===== src/rtl/spi_pkg.sv =====
// spi_pkg: shared SPI slave definitions.
//   spi_state_t - frame state encodings, shared by spi_rx_module and spi_tx_module.
//   SPI_OP_*    - command opcodes recognised in the first byte of a frame.
package spi_pkg;

  typedef enum logic [2:0] {
    SPI_CMD     = 3'b000,
    SPI_ADDR_HB = 3'b001,
    SPI_ADDR_LB = 3'b010,
    SPI_DAT_WR  = 3'b011,
    SPI_DAT_RD  = 3'b100,
    SPI_WAIT    = 3'b101,
    SPI_ERR     = 3'b110
  } spi_state_t;

  localparam logic [7:0] SPI_OP_WRITE = 8'h02;
  localparam logic [7:0] SPI_OP_READ  = 8'h03;
  localparam logic [7:0] SPI_OP_WRDI  = 8'h04;
  localparam logic [7:0] SPI_OP_RDSR  = 8'h05;
  localparam logic [7:0] SPI_OP_WREN  = 8'h06;

endpackage


===== src/rtl/spi_rx_module_if.sv =====
// spi_rx_module_if: signal bundle between the SPI receive half and its peers.
//   slave  modport - spi_rx_module side: takes serial data and write-enable,
//                    publishes frame state, counters, address and strobes.
//   master modport - environment side (bus/status block, tx half, page buffer).
interface spi_rx_module_if #(
  parameter int ADDR_W = 16
);
  import spi_pkg::*;

  logic              spi_sda_in;
  logic              spi_wel;
  logic [2:0]        spi_curr_state;
  logic [2:0]        spi_bit_cnt;
  logic              spi_bitcnt_is_7;
  logic [2:0]        spi_byte_cnt;
  logic [ADDR_W-1:0] spi_curr_addr;
  logic              spi_cmd_read;
  logic              spi_cmd_rdsr;
  logic [7:0]        spi_wr_data;
  logic              spi_wr_valid;
  logic              spi_wren_set;
  logic              spi_wren_clr;
  logic              spi_cmd_err;

  modport slave (
    input  spi_sda_in, spi_wel,
    output spi_curr_state, spi_bit_cnt, spi_bitcnt_is_7, spi_byte_cnt,
           spi_curr_addr, spi_cmd_read, spi_cmd_rdsr, spi_wr_data,
           spi_wr_valid, spi_wren_set, spi_wren_clr, spi_cmd_err
  );

  modport master (
    output spi_sda_in, spi_wel,
    input  spi_curr_state, spi_bit_cnt, spi_bitcnt_is_7, spi_byte_cnt,
           spi_curr_addr, spi_cmd_read, spi_cmd_rdsr, spi_wr_data,
           spi_wr_valid, spi_wren_set, spi_wren_clr, spi_cmd_err
  );

endinterface


===== src/rtl/spi_rx_shifter.sv =====
// spi_rx_shifter: MSB-first serial-to-parallel shifter for the SPI receive path.
//   spi_clk_c   in  - serial clock, sampling on rising edge
//   spi_frm_rst in  - asynchronous active-high frame reset
//   sda         in  - serial data
//   bit_cnt     out - bits already received in the current byte
//   byte_done   out - high during the 8th bit; the next edge completes a byte
//   rx_byte     out - byte that completes on the next edge: {shift, sda}
module spi_rx_shifter (
  input  logic       spi_clk_c,
  input  logic       spi_frm_rst,
  input  logic       sda,
  output logic [2:0] bit_cnt,
  output logic       byte_done,
  output logic [7:0] rx_byte
);

  logic [6:0] shift;

  always_ff @(posedge spi_clk_c or posedge spi_frm_rst) begin
    if (spi_frm_rst) begin
      shift   <= '0;
      bit_cnt <= '0;
    end else begin
      shift   <= {shift[5:0], sda};
      bit_cnt <= bit_cnt + 3'd1;
    end
  end

  assign byte_done = (bit_cnt == 3'd7);
  assign rx_byte   = {shift, sda};

endmodule


===== src/rtl/spi_rx_module.sv =====
// spi_rx_module: serial-input half of the SPI slave.
//   spi_clk_c   in  - SPI serial clock; all state changes on its rising edge
//   spi_frm_rst in  - asynchronous active-high frame reset (chip select inactive)
//   bus         slave modport of spi_rx_module_if:
//     spi_sda_in, spi_wel                      - serial data, write-enable latch
//     spi_curr_state, spi_bit_cnt,
//     spi_bitcnt_is_7, spi_byte_cnt            - frame progress for spi_tx_module
//     spi_curr_addr                            - current byte address
//     spi_cmd_read, spi_cmd_rdsr               - command held for the frame
//     spi_wr_data, spi_wr_valid                - write byte to page buffer
//     spi_wren_set, spi_wren_clr               - write-enable latch strobes
//     spi_cmd_err                              - sticky command error
module spi_rx_module #(
  parameter int ADDR_W    = 16,
  parameter int PAGE_BITS = 5
) (
  input logic            spi_clk_c,
  input logic            spi_frm_rst,
  spi_rx_module_if.slave bus
);
  import spi_pkg::*;

  logic [2:0]        bit_cnt;
  logic              byte_done;
  logic [7:0]        rx_byte;

  spi_state_t        state;
  logic [ADDR_W-1:0] addr;
  logic [2:0]        byte_cnt;
  logic              cmd_read;
  logic              cmd_rdsr;
  logic [7:0]        wr_data;
  logic              wr_valid;
  logic              wren_set;
  logic              wren_clr;
  logic              cmd_err;

  spi_rx_shifter u_shifter (
    .spi_clk_c   (spi_clk_c),
    .spi_frm_rst (spi_frm_rst),
    .sda         (bus.spi_sda_in),
    .bit_cnt     (bit_cnt),
    .byte_done   (byte_done),
    .rx_byte     (rx_byte)
  );

  always_ff @(posedge spi_clk_c or posedge spi_frm_rst) begin
    if (spi_frm_rst) begin
      state    <= SPI_CMD;
      addr     <= '0;
      byte_cnt <= '0;
      cmd_read <= 1'b0;
      cmd_rdsr <= 1'b0;
      wr_data  <= '0;
      wr_valid <= 1'b0;
      wren_set <= 1'b0;
      wren_clr <= 1'b0;
      cmd_err  <= 1'b0;
    end else begin
      wr_valid <= 1'b0;
      wren_set <= 1'b0;
      wren_clr <= 1'b0;

      // Write address advances one edge after the strobe so the page buffer
      // sees the byte's own address while wr_valid is high. Never coincides
      // with byte_done, since the strobe edge is the first bit of a byte.
      if (wr_valid)
        addr[PAGE_BITS-1:0] <= addr[PAGE_BITS-1:0] + PAGE_BITS'(1);

      if (byte_done) begin
        case (state)
          SPI_CMD: begin
            case (rx_byte)
              SPI_OP_READ: begin
                state    <= SPI_ADDR_HB;
                cmd_read <= 1'b1;
              end
              SPI_OP_WRITE: begin
                if (bus.spi_wel) begin
                  state <= SPI_ADDR_HB;
                end else begin
                  state   <= SPI_ERR;
                  cmd_err <= 1'b1;
                end
              end
              SPI_OP_RDSR: begin
                state    <= SPI_DAT_RD;
                cmd_rdsr <= 1'b1;
              end
              SPI_OP_WREN: begin
                state    <= SPI_WAIT;
                wren_set <= 1'b1;
              end
              SPI_OP_WRDI: begin
                state    <= SPI_WAIT;
                wren_clr <= 1'b1;
              end
              default: begin
                state   <= SPI_ERR;
                cmd_err <= 1'b1;
              end
            endcase
          end
          SPI_ADDR_HB: begin
            addr[ADDR_W-1:8] <= (ADDR_W-8)'(rx_byte);
            state            <= SPI_ADDR_LB;
          end
          SPI_ADDR_LB: begin
            addr[7:0] <= rx_byte;
            state     <= cmd_read ? SPI_DAT_RD : SPI_DAT_WR;
          end
          SPI_DAT_WR: begin
            wr_data  <= rx_byte;
            wr_valid <= 1'b1;
            byte_cnt <= byte_cnt + 3'd1;
          end
          SPI_DAT_RD: begin
            byte_cnt <= byte_cnt + 3'd1;
            // Read advances on the completing edge so the tx half can fetch
            // the next byte before its first bit is due.
            if (cmd_read)
              addr <= addr + ADDR_W'(1);
          end
          default: begin
            // SPI_WAIT / SPI_ERR hold until frame reset
          end
        endcase
      end
    end
  end

  assign bus.spi_curr_state  = state;
  assign bus.spi_bit_cnt     = bit_cnt;
  assign bus.spi_bitcnt_is_7 = byte_done;
  assign bus.spi_byte_cnt    = byte_cnt;
  assign bus.spi_curr_addr   = addr;
  assign bus.spi_cmd_read    = cmd_read;
  assign bus.spi_cmd_rdsr    = cmd_rdsr;
  assign bus.spi_wr_data     = wr_data;
  assign bus.spi_wr_valid    = wr_valid;
  assign bus.spi_wren_set    = wren_set;
  assign bus.spi_wren_clr    = wren_clr;
  assign bus.spi_cmd_err     = cmd_err;

endmodule

===== src/flat_wrapper.sv =====
// flat-port wrapper written by rule: the top's interface ports become plain ports
module spi_rx_module_flat import spi_pkg::*;
#(
  parameter int ADDR_W    = 16,
  parameter int PAGE_BITS = 5
)
  (spi_clk_c, spi_frm_rst, bus_spi_sda_in, bus_spi_wel, bus_spi_curr_state, bus_spi_bit_cnt, bus_spi_bitcnt_is_7, bus_spi_byte_cnt, bus_spi_curr_addr, bus_spi_cmd_read, bus_spi_cmd_rdsr, bus_spi_wr_data, bus_spi_wr_valid, bus_spi_wren_set, bus_spi_wren_clr, bus_spi_cmd_err);
  spi_rx_module_if #(.ADDR_W(ADDR_W)) bus_i ();
  input logic spi_clk_c;
  input logic spi_frm_rst;
  input wire logic [$bits(bus_i.spi_sda_in)-1:0] bus_spi_sda_in;
  input wire logic [$bits(bus_i.spi_wel)-1:0] bus_spi_wel;
  output wire logic [$bits(bus_i.spi_curr_state)-1:0] bus_spi_curr_state;
  output wire logic [$bits(bus_i.spi_bit_cnt)-1:0] bus_spi_bit_cnt;
  output wire logic [$bits(bus_i.spi_bitcnt_is_7)-1:0] bus_spi_bitcnt_is_7;
  output wire logic [$bits(bus_i.spi_byte_cnt)-1:0] bus_spi_byte_cnt;
  output wire logic [$bits(bus_i.spi_curr_addr)-1:0] bus_spi_curr_addr;
  output wire logic [$bits(bus_i.spi_cmd_read)-1:0] bus_spi_cmd_read;
  output wire logic [$bits(bus_i.spi_cmd_rdsr)-1:0] bus_spi_cmd_rdsr;
  output wire logic [$bits(bus_i.spi_wr_data)-1:0] bus_spi_wr_data;
  output wire logic [$bits(bus_i.spi_wr_valid)-1:0] bus_spi_wr_valid;
  output wire logic [$bits(bus_i.spi_wren_set)-1:0] bus_spi_wren_set;
  output wire logic [$bits(bus_i.spi_wren_clr)-1:0] bus_spi_wren_clr;
  output wire logic [$bits(bus_i.spi_cmd_err)-1:0] bus_spi_cmd_err;
  assign bus_i.spi_sda_in = bus_spi_sda_in;
  assign bus_i.spi_wel = bus_spi_wel;
  assign bus_spi_curr_state = bus_i.spi_curr_state;
  assign bus_spi_bit_cnt = bus_i.spi_bit_cnt;
  assign bus_spi_bitcnt_is_7 = bus_i.spi_bitcnt_is_7;
  assign bus_spi_byte_cnt = bus_i.spi_byte_cnt;
  assign bus_spi_curr_addr = bus_i.spi_curr_addr;
  assign bus_spi_cmd_read = bus_i.spi_cmd_read;
  assign bus_spi_cmd_rdsr = bus_i.spi_cmd_rdsr;
  assign bus_spi_wr_data = bus_i.spi_wr_data;
  assign bus_spi_wr_valid = bus_i.spi_wr_valid;
  assign bus_spi_wren_set = bus_i.spi_wren_set;
  assign bus_spi_wren_clr = bus_i.spi_wren_clr;
  assign bus_spi_cmd_err = bus_i.spi_cmd_err;
  spi_rx_module #(.ADDR_W(ADDR_W), .PAGE_BITS(PAGE_BITS)) u_core (.spi_clk_c(spi_clk_c), .spi_frm_rst(spi_frm_rst), .bus(bus_i));
endmodule

===== config.mk =====
export PLATFORM = sky130hd
export DESIGN_NAME = spi_rx_module_flat
export DESIGN_NICKNAME = d
export VERILOG_FILES = /design/src/rtl/spi_pkg.sv /design/src/rtl/spi_rx_module_if.sv /design/src/rtl/spi_rx_shifter.sv /design/src/rtl/spi_rx_module.sv /design/src/flat_wrapper.sv
export SDC_FILE = /design/constraint.sdc
export NUM_CORES = 1
export LEC_CHECK = 0
export BUFFER_PORTS_ARGS = -buffer_cell sky130_fd_sc_hd__clkbuf_2
export CAP_MARGIN = 15
export CORE_ASPECT_RATIO = 2
export CORE_MARGIN = 2
export CORE_UTILIZATION = 59
export DETAILED_ROUTE_END_ITERATION = 10
export GPL_TIMING_DRIVEN = 0
export HOLD_SLACK_MARGIN = 0.02
export PLACE_DENSITY = 0.86
export SYNTH_ARGS = -nofsm -noshare
export SYNTH_HDL_FRONTEND = slang
export SYNTH_SLANG_ARGS = --single-unit

===== constraint.sdc =====
create_clock -name spi_clk_c -period 3.5 [get_ports spi_clk_c]
set_input_delay 0.175 -clock spi_clk_c [delete_from_list [all_inputs] [get_ports spi_clk_c]]
set_output_delay 0.175 -clock spi_clk_c [all_outputs]
set_load 0.03 [all_outputs]

==> flow_summary.toml <==
[die]
io_pins = 44
initial_utilization_pct = 60.9
die_h_um = 92.6
core_region_area_um2 = 3800
die-area_um2 = 4480
die_w_um = 48.3
placementRows = 32

[logic_synthesis]
synthTopCellsByArea = "dfrtp_1 50%, o21ai_0 3.9%, mux2_2 3.9%"
synthCells = 224
synth_compound_area_share_pct = 19.9
synthTopCellsByCount = "46 x dfrtp_1, 20 x nand2_1, 18 x o21ai_0, 11 x a21oi_1, 10 x nor2_1"
yosys_warnings = 0
ys_ff_latch = 46
yosys.area_share.adder_pct = 2.16
synth-simple-area-share_pct = 17.7
synth_top_area_share_pct = 49.7
ys.flop_type = "dfrtp_1"
synthArstFlopShare_pct = 100
syn_area_um2 = 2320
synth_top_family_by_area = "compound AO/OA/AOI/OAI gates"
synth.distinct_cells = 52
avgSynthCellArea_um2 = 10.3
yosysSeqAreaShare_pct = 49.7
syn-num-nets = 232
synth.area.mux_share_pct = 4.81
synth_edf_count = 0
synth_most_common_cell = "dfrtp_1"
yosys.area.top_type = "dfrtp_1"
synth_xor_area_share_pct = 1.13

[place]
io_buffers = 43
place_area_um2 = 2620
place.gp.congestion = 0.971
dp_hpwl_mm = 4.04
dp_cells = 319

[finish]
final_nets = 285
area_growth_pct = 19.7
antennaDiodeCount = 0
finalNonFillerCells = 329
fin_util_pct = 72.9
design_area_um2 = 2770
layout-drive-gt1-share_pct = 27.3

[critical_path]
end_kind = "flop"
required_ns = 3.69
worstPathArrival_ns = 2.25
start_kind = "flop"
critPathTopFamily = "multiplexers"
cp_max_fo = 10
worst_path_max_delay_cell = "dfrtp_1"
slowest_delay_ns = 0.39
path_buf_inv = 0
path_cells = "ha_1 > ha_1 > nor2b_1 > a31oi_1 > mux2_2 > mux2_2"
crit_type = "flop to flop"

[clocking]
htreeDepth = 2
clockBufferDepth = 2
clock_latency_ns = 0.31
cts.sinks = 46
clkTransAtPathRegs_ns = 0.08
cts_tree = "built"
cts_buffers = 5
root_buffer = "clkbuf_8"

[routing]
vias_per_cell = 6.26
remaining_drc_errors = 0
routed_wl_mm = 5.66
avgRoutedWirePerCell_um = 17.2
dr.pass1.iters = 5
vias = 2058
drt_iter0_drc = 94
ant_nets = 0

[timing]
fin_crit_sh_pct = 58.7
slew_violations = 0
finalClockSkew_ns = 0.00480
hold_violations = 0
rsz0062_at_grt = "no"
finalSetupViolations = 0
finalCriticalPeriod_ns = 2.05
clock.fmax_ghz = 0.487
slew_headroom_pct = 61.0
worst_pin_slew_ns = 0.579
fin_tns_setup_ns = 0

[pwr]
total_power_w = 0.00105
p_per_area_nw_per_um2 = 378
p_leak_nw = 1.29
ir_worst_vdd_uv = 418

[global_route]
grt.overflow.total = 0
grt_max_degree = 46
grtUsageTotal_pct = 26.4
grt_pass1_wl_mm = 9.14
grt_pass1_vias = 1997
antenna_found_initial = 0

[status]
outcome = "finished clean"

[min_path]
min_path_type = "primary input to asynchronous set/reset pin"

[flow_run]
drv_cap = 0
## worst register-to-register path: stages (launching register included)
cell and delay [ns]:
dfrtp_1 0.39, ha_1 0.16, ha_1 0.35, nor2b_1 0.26, a31oi_1 0.22, mux2_2 0.31
mux2_2 0.25
## state kept, by name, summed over array words and instances, names as in the netlist, 3 cells and up
register / flops
u_core.bus.spi_byte_cnt: 3
u_core.bus.spi_curr_addr: 16
u_core.bus.spi_curr_state: 3
u_core.bus.spi_wr_data: 8
u_core.u_shifter.bit_cnt: 3
u_core.u_shifter.shift: 7
## area by class of cell
class / instances / area, um^2
buffer: 13 / 82.6
clock buffer: 5 / 68.8
clock inverter: 3 / 68.8
fill: 293 / 1030
inverter: 7 / 26.3
multi-input combinational: 158 / 1060
sequential: 46 / 1150
tap: 51 / 63.8
timing repair buffer: 46 / 255
## worst paths after layout
path / start / to / slack, ns / cells after the start
max in group asynchronous: spi_frm_rst / u_core.bus.spi_curr_addr[2]$_DFF_PP0_ / 2.85 / 4
max reg2reg: u_core.u_shifter.bit_cnt[0]$_DFF_PP0_ / u_core.bus.spi_curr_addr[0]$_DFF_PP0_ / 1.45 / 6
min reg2reg: u_core.u_shifter.shift[1]$_DFF_PP0_ / u_core.u_shifter.shift[2]$_DFF_PP0_ / 0.39 / 0
min in group spi_clk_c: bus_spi_wel / u_core.bus.spi_curr_state[2]$_DFFE_PP0P_ / 0.31 / 4
max: u_core.u_shifter.bit_cnt[0]$_DFF_PP0_ / u_core.bus.spi_curr_addr[0]$_DFF_PP0_ / 1.45 / 6
min: spi_frm_rst / u_core.bus.spi_wr_data[0]$_DFFE_PP0P_ / 0.24 / 3
## logic make-up after synthesis
kind of cell / after synthesis
simple gates: 72
fa+ha+maj: 4
buf+inv: 20
mux: 10
compound gates: 69
flops: 46
xor+xnor: 3
## stage by stage
stage / setup slack (ns) / hold WS (ns)
after floorplan: 1.27 / 0.206
after CTS: 1.44 / 0.245
after global routing: 1.30 / 0.260
final: 1.45 / 0.242
after detailed placement: 1.45 / 0.0147
after global placement: 1.50 / 0.315
## per-layer routing
metal | share of wire, % | GRT usage [%]
met5 | 0 | 0
met1 | 38 | 30.3
met2 | 55 | 46.6
met4 | 2.7 | 14.0
met3 | 4.5 | 4.19
## placed cells by master (no fill, tap or decap), types with 5 or more instances in the layout
cell        n
nor2_1     10
nand4_1     5
o21ai_0    18
mux2_2      8
nor3_1      7
a21oi_1    11
nand3_1     5
clkbuf_8    5
dfrtp_1    46
clkbuf_2   43
o2bb2ai_1   5
buf_2       6
inv_1       6
nand2_1    20
nor4_1      5
## power breakdown
part           leakage (nW)  switching (W)  internal (W)   total, W
sequential            0.605     0.00000697      0.000536   0.000543
clock                0.0683       0.000187      0.000286   0.000473
combinational         0.613      0.0000220     0.0000102  0.0000322
## timing repair
item / CTS / global route
hold buffers: 2 / 0
endpoints found under the hold margin: 47 / 0
gates resized for setup: 0 / 0
buffers inserted: 0 / 0
(Power assumes the default switching activity.)
